File: src/rtl/ndarray_slice_accum.sv
// ndarray_slice_accum: accumulates LEN-entry slices into a DEPTH-entry frame buffer.
// Each slice lands at offset x, and a slice marked last closes the frame.
// The closed frame is held on O until it is consumed.
// Optional feature macro: NDSLICE_BOUNDS_CHECK_EN. When it is defined, a slice whose
// offset would overrun the buffer writes nothing and sets a sticky err flag.
// When it is not defined, such a slice is clipped to the entries that exist.
module ndarray_slice_accum #(
    parameter int unsigned DEPTH = 6,
    parameter int unsigned LEN   = 2,
    parameter int unsigned ROWS  = 3,
    parameter int unsigned WIDTH = 2,
    parameter int unsigned OFFW  = 3
) (
    input  logic                        CLK,
    input  logic                        ASYNCRESETN,
    input  logic [LEN*ROWS*WIDTH-1:0]   I,
    input  logic [OFFW-1:0]             x,
    input  logic                        last,
    input  logic                        I_valid,
    output logic                        I_ready,
    output logic [DEPTH*ROWS*WIDTH-1:0] O,
    output logic                        O_valid,
    input  logic                        O_ready,
    output logic                        err
);

    localparam int unsigned EW = ROWS * WIDTH;

    typedef enum logic {StFill, StHold} state_e;

    state_e                     state_q, state_d;
    logic [DEPTH*EW-1:0]        frame_q, frame_d;
    logic                       accept;
    logic                       consume;
    logic                       wr_en;

    assign O_valid = (state_q == StHold);
    assign I_ready = !O_valid || O_ready;
    assign accept  = I_valid && I_ready;
    assign consume = O_valid && O_ready;
    assign O       = frame_q;

`ifdef NDSLICE_BOUNDS_CHECK_EN
    localparam logic [OFFW:0] MaxOff = (OFFW+1)'(DEPTH - LEN);

    logic oob;
    logic err_q, err_d;

    assign oob   = {1'b0, x} > MaxOff;
    assign wr_en = !oob;
    assign err   = err_q;

    // Sticky flag: any accepted slice with an overrunning offset raises err until reset.
    always_comb begin
        err_d = err_q | (accept & oob);
    end

    // Error flag register.
    always_ff @(posedge CLK or negedge ASYNCRESETN) begin
        if (!ASYNCRESETN) begin
            err_q <= 1'b0;
        end else begin
            err_q <= err_d;
        end
    end
`else
    assign wr_en = 1'b1;
    assign err   = 1'b0;
`endif

    // Buffer next state: clear on consume, then overlay the accepted slice.
    // Addresses use one extra bit so x+k never wraps back onto low entries.
    always_comb begin
        logic [OFFW:0] addr;
        addr    = '0;
        frame_d = frame_q;
        if (consume) begin
            frame_d = '0;
        end
        if (accept && wr_en) begin
            for (int k = 0; k < LEN; k++) begin
                addr = {1'b0, x} + (OFFW+1)'(k);
                for (int j = 0; j < DEPTH; j++) begin
                    if (addr == (OFFW+1)'(j)) begin
                        frame_d[j*EW +: EW] = I[k*EW +: EW];
                    end
                end
            end
        end
    end

    // FSM next state: an accepted slice decides FILL/HOLD by last; a bare consume returns to FILL.
    always_comb begin
        state_d = state_q;
        if (accept) begin
            state_d = last ? StHold : StFill;
        end else if (consume) begin
            state_d = StFill;
        end
    end

    // State and buffer registers.
    always_ff @(posedge CLK or negedge ASYNCRESETN) begin
        if (!ASYNCRESETN) begin
            state_q <= StFill;
            frame_q <= '0;
        end else begin
            state_q <= state_d;
            frame_q <= frame_d;
        end
    end

endmodule

File: config.mk
export PLATFORM = sky130hd
export DESIGN_NAME = ndarray_slice_accum
export DESIGN_NICKNAME = d
export VERILOG_FILES = /design/src/rtl/ndarray_slice_accum.sv
export SDC_FILE = /design/constraint.sdc
export NUM_CORES = 1
export LEC_CHECK = 0
export CAP_MARGIN = 10
export CORE_MARGIN = 2
export CORE_UTILIZATION = 47
export DETAILED_ROUTE_END_ITERATION = 10
export PLACE_DENSITY = 0.8
export REMOVE_ABC_BUFFERS = 1
export SLEW_MARGIN = 20
export SYNTH_ARGS = -nofsm -noshare
export SYNTH_HDL_FRONTEND = slang
export SYNTH_SLANG_ARGS = --single-unit
File: constraint.sdc
create_clock -name CLK -period 2 [get_ports CLK]
set_input_delay 0.5 -clock CLK [delete_from_list [all_inputs] [get_ports CLK]]
set_output_delay 0.5 -clock CLK [all_outputs]
set_load 0.005 [all_outputs]
==> metrics.md <==
| Metric | Value |
|---|---|
| Fin area | `0.00296 mm^2` |
| Routed vias/inst | `5.86` |
| Insertion delay to the later sink of the worst-skew pair | `0.29 ns` |
| Number of port buffers | `57` |
| Remaining global-route overflow | `0` |
| Reported net switching power | `0.000586 W` |
| Critical Path Start Type | `primary input` |
| H-tree Lvls | `2` |
| CTS tree | `done` |
| Initial antenna violation count | `0` |
| Pwr per Cell Area | `708 mW/mm^2` |
| Worst-case clock buffer depth | `2` |
| Routed wirelength normalized by instance count | `16.6 um` |
| Core Footprint | `0.00403 mm^2` |
| Hold Crit Class | `reg -> reg` |
| Number of max-slew violations in the final report | `0` |
| Clock edge transition at the registers on the reported setup and hold paths | `0.06 ns` |
| Post-synthesis register bit count | `37` |
| Total Routed Length | `5850 um` |
| Setup repair after global routing missed its margin | `false` |
| Reg power frac | `44.2%` |
| Maximum clock frequency | `587 MHz` |
| Diodes inserted | `0` |
| Global-route track usage on met2 | `38.2%` |
| Clock network power share | `23.2%` |
| Maximum number of pins on one net before global-route repair | `38` |
| Fraction of power spent switching nets | `28.0%` |
| Vertical die dimension | `69.0 um` |
| Internal | `0.00151 W` |
| Global-route met1 utilization | `34.2%` |
| Setup violation total in the final timing report | `0` |
| Worst vdd rail ir drop | `0.000445 V` |
| Via count of the first global-routing pass | `2037` |
| Top fanout value on the critical path | `6` |
| Global placer's final weighted congestion | `0.937` |
| Number of hold buffers added after CTS | `0` |
| Global routing's busiest layer | `met2` |
| I/O Pins | `59` |
| Final Hold Violating Endpoints | `0` |
| Antenna-violating nets left | `0` |
| Number of iterations in the first detailed-routing pass | `4` |
| Worst hold-check slack | `0.489 ns` |
| Arrival time at the worst endpoint | `1.91 ns` |
| Routing usage on met3 | `7.02%` |
| Post-synthesis average cell area | `9.11 um^2` |
| Estimated wirelength of the detail-placed design | `4110 um` |
| Count of different cell masters after synthesis | `38` |
| Vias after detailed routing | `2064` |
| Number of warnings issued by yosys | `0` |
| Maximum capacitance violations | `0` |
| Initial DRC count | `175` |
| Worst Path Class, Setup | `in -> reg` |
| Wire length of the first global-routing pass | `9800 um` |
| Final worst path period need | `1.70 ns` |
| Fraction of final layout cells with drive strength greater than 1 | `18.2%` |
| DRC viols | `0` |
| Post-route clock skew | `0.00570 ns` |
| Portion of total power attributed to combinational logic | `32.6%` |
| Data required time at the worst endpoint | `2.20 ns` |
| Number of rows created at floorplan | `23` |
| Crit end category | `register` |
| Number of clock sinks | `37` |
| Number of buffers inserted during clock tree synthesis | `5` |
| Total Routing Usage GR | `25.3%` |
| Net total in the final layout | `322` |
| Total die area | `0.00476 mm^2` |
| Area of the mapped netlist | `0.00199 mm^2` |
| Area growth syn-to-layout | `48.8%` |
| Number of filler instances in the final layout | `304` |
| Syn Inst Count | `218` |
| Share of the cycle needed by the critical path after routing | `85.2%` |
| Starting utilization of the core area | `49.3%` |
| Static leakage power | `1.29 nW` |
| Sequential fraction of the synthesis area | `46.6%` |
| DIE WIDTH | `69.0 um` |
| Placement Cell Area | `0.00277 mm^2` |
| Outcome | `complete, no violations` |
| Root buffer cell | `sky130_fd_sc_hd__clkbuf_8` |
## state kept, by name, summed over array words and instances, names as in the netlist
register	cells
O	36
O_valid	1
## through the flow
stage                     utilization [%]  worst slack (ns)  TNS, ns  std cells  power, W
after detailed placement             68.7            -0.459   -13.27        340   0.00159
after global routing                 73.4             0.218        0        352   0.00222
after floorplan                         -            -0.145    -1.06        204   0.00117
final                                73.4             0.296        0        352   0.00209
after global placement               68.7            -0.380   -11.61        340   0.00158
after CTS                            71.9            0.0116        0        349   0.00209
## logic make-up after synthesis
| group | after synthesis | synth area share, % |
|---|---|---|
| compound gates | 92 | 30.4 |
| simple gates | 68 | 17.8 |
| flops | 37 | 46.6 |
| buf+inv | 19 | 4.41 |
| fa+ha+maj | 1 | 0.630 |
| other cells | 1 | 0.189 |
## worst paths after layout
path	from	to	slack [ns]	cells past startpoint
max	x[1]	O[24]	0.30	7
max reg2reg	O_valid	O[33]	0.38	5
min in group asynchronous	ASYNCRESETN	O[3]	0.63	2
max in group asynchronous	ASYNCRESETN	O[32]	1.05	2
min	O[18]	O[18]	0.49	1
min reg2reg	O[18]	O[18]	0.49	1
## cell type report
class | count | area (um^2) | area share [%]
multi-input cells | 162 | 1030 | 35.0
inverters | 5 | 18.8 | 0.635
clock buffers | 8 | 80.1 | 2.71
flip-flops and latches | 37 | 926 | 31.3
repair buffers | 90 | 835 | 28.2
well taps | 50 | 62.6 | 2.12
## synth_stat cells
library cell                number  area (um^2)
sky130_fd_sc_hd__a2111oi_4       1         27.5
sky130_fd_sc_hd__a211oi_4        1         20.0
sky130_fd_sc_hd__a21oi_1        34          170
sky130_fd_sc_hd__a22oi_1         7         52.6
sky130_fd_sc_hd__a31oi_1         6         37.5
sky130_fd_sc_hd__a32o_1          2         20.0
sky130_fd_sc_hd__a32oi_1         1         8.76
sky130_fd_sc_hd__and2_1          3         18.8
sky130_fd_sc_hd__and2_2          1         7.51
sky130_fd_sc_hd__and2b_1         1         7.51
sky130_fd_sc_hd__and3_1          7         43.8
sky130_fd_sc_hd__and3b_1         1         8.76
sky130_fd_sc_hd__buf_1           2         7.51
sky130_fd_sc_hd__buf_2           1         5.00
sky130_fd_sc_hd__buf_4           2         15.0
sky130_fd_sc_hd__buf_6           1         11.3
sky130_fd_sc_hd__clkbuf_1        8         30.0
sky130_fd_sc_hd__conb_1          1         3.75
sky130_fd_sc_hd__dfrtp_1        37          926
sky130_fd_sc_hd__ha_1            1         12.5
sky130_fd_sc_hd__inv_1           5         18.8
sky130_fd_sc_hd__nand2_1        27          101
sky130_fd_sc_hd__nand2b_1        3         18.8
sky130_fd_sc_hd__nand3_1         1         5.00
sky130_fd_sc_hd__nand3b_1        1         7.51
sky130_fd_sc_hd__nand4bb_2       1         16.3
sky130_fd_sc_hd__nor2_1         11         41.3
sky130_fd_sc_hd__nor2b_1         1         6.26
sky130_fd_sc_hd__nor3_1          2         10.0
sky130_fd_sc_hd__nor3_2          1         10.0
sky130_fd_sc_hd__nor3b_1         4         30.0
sky130_fd_sc_hd__o21a_1          2         15.0
sky130_fd_sc_hd__o21ai_0        13         65.1
sky130_fd_sc_hd__o22ai_1        13         81.3
sky130_fd_sc_hd__o2bb2ai_1      12          105
sky130_fd_sc_hd__or2_0           1         6.26
sky130_fd_sc_hd__or3_1           1         6.26
sky130_fd_sc_hd__or3b_1          1         8.76
## power by group through the flow
stage	clock, W	sequential, W	combinational, W
after detailed placement	0	0.000940	0.000650
after floorplan	0	0.000947	0.000219
final	0.000485	0.000925	0.000683
after global placement	0	0.000938	0.000640
after global routing	0.000545	0.000941	0.000735
after CTS	0.000501	0.000926	0.000667
## what timing repair did
action	CTS	global route
setup endpoints to repair	35	33
resized for setup	8	13
setup buffers	1	3
pin swaps	2	7
## critical path: stages
cell                             delay [ns]
sky130_fd_sc_hd__dlymetal6s2s_1        0.13
sky130_fd_sc_hd__and2_4                0.17
sky130_fd_sc_hd__ha_4                  0.27
sky130_fd_sc_hd__nand4bb_4             0.25
sky130_fd_sc_hd__a211oi_4              0.37
sky130_fd_sc_hd__a21oi_1               0.07
sky130_fd_sc_hd__a21oi_1               0.14
## layout by cell type, fill, tap and decap left out, types with 4 or more instances in the layout
cell,netlist,layout
sky130_fd_sc_hd__nor2_1,11,11
sky130_fd_sc_hd__buf_4,2,32
sky130_fd_sc_hd__a22oi_1,7,7
sky130_fd_sc_hd__and3_1,7,6
sky130_fd_sc_hd__clkdlybuf4s50_1,0,52
sky130_fd_sc_hd__a31oi_1,6,6
sky130_fd_sc_hd__dlymetal6s2s_1,0,4
sky130_fd_sc_hd__clkbuf_8,0,5
sky130_fd_sc_hd__o22ai_1,13,13
sky130_fd_sc_hd__dfrtp_1,37,37
sky130_fd_sc_hd__o21ai_0,13,13
sky130_fd_sc_hd__nand2_1,27,26
sky130_fd_sc_hd__a21oi_1,34,31
sky130_fd_sc_hd__o2bb2ai_1,12,12
sky130_fd_sc_hd__nor3b_1,4,4
## metal layers
layer	up-vias	wire length (um)
li1	965	-
met1	971	2480
met2	115	2690
met3	13	561
met4	0	119
met5	-	0
Note: power is estimated with default switching activity, not from simulation.
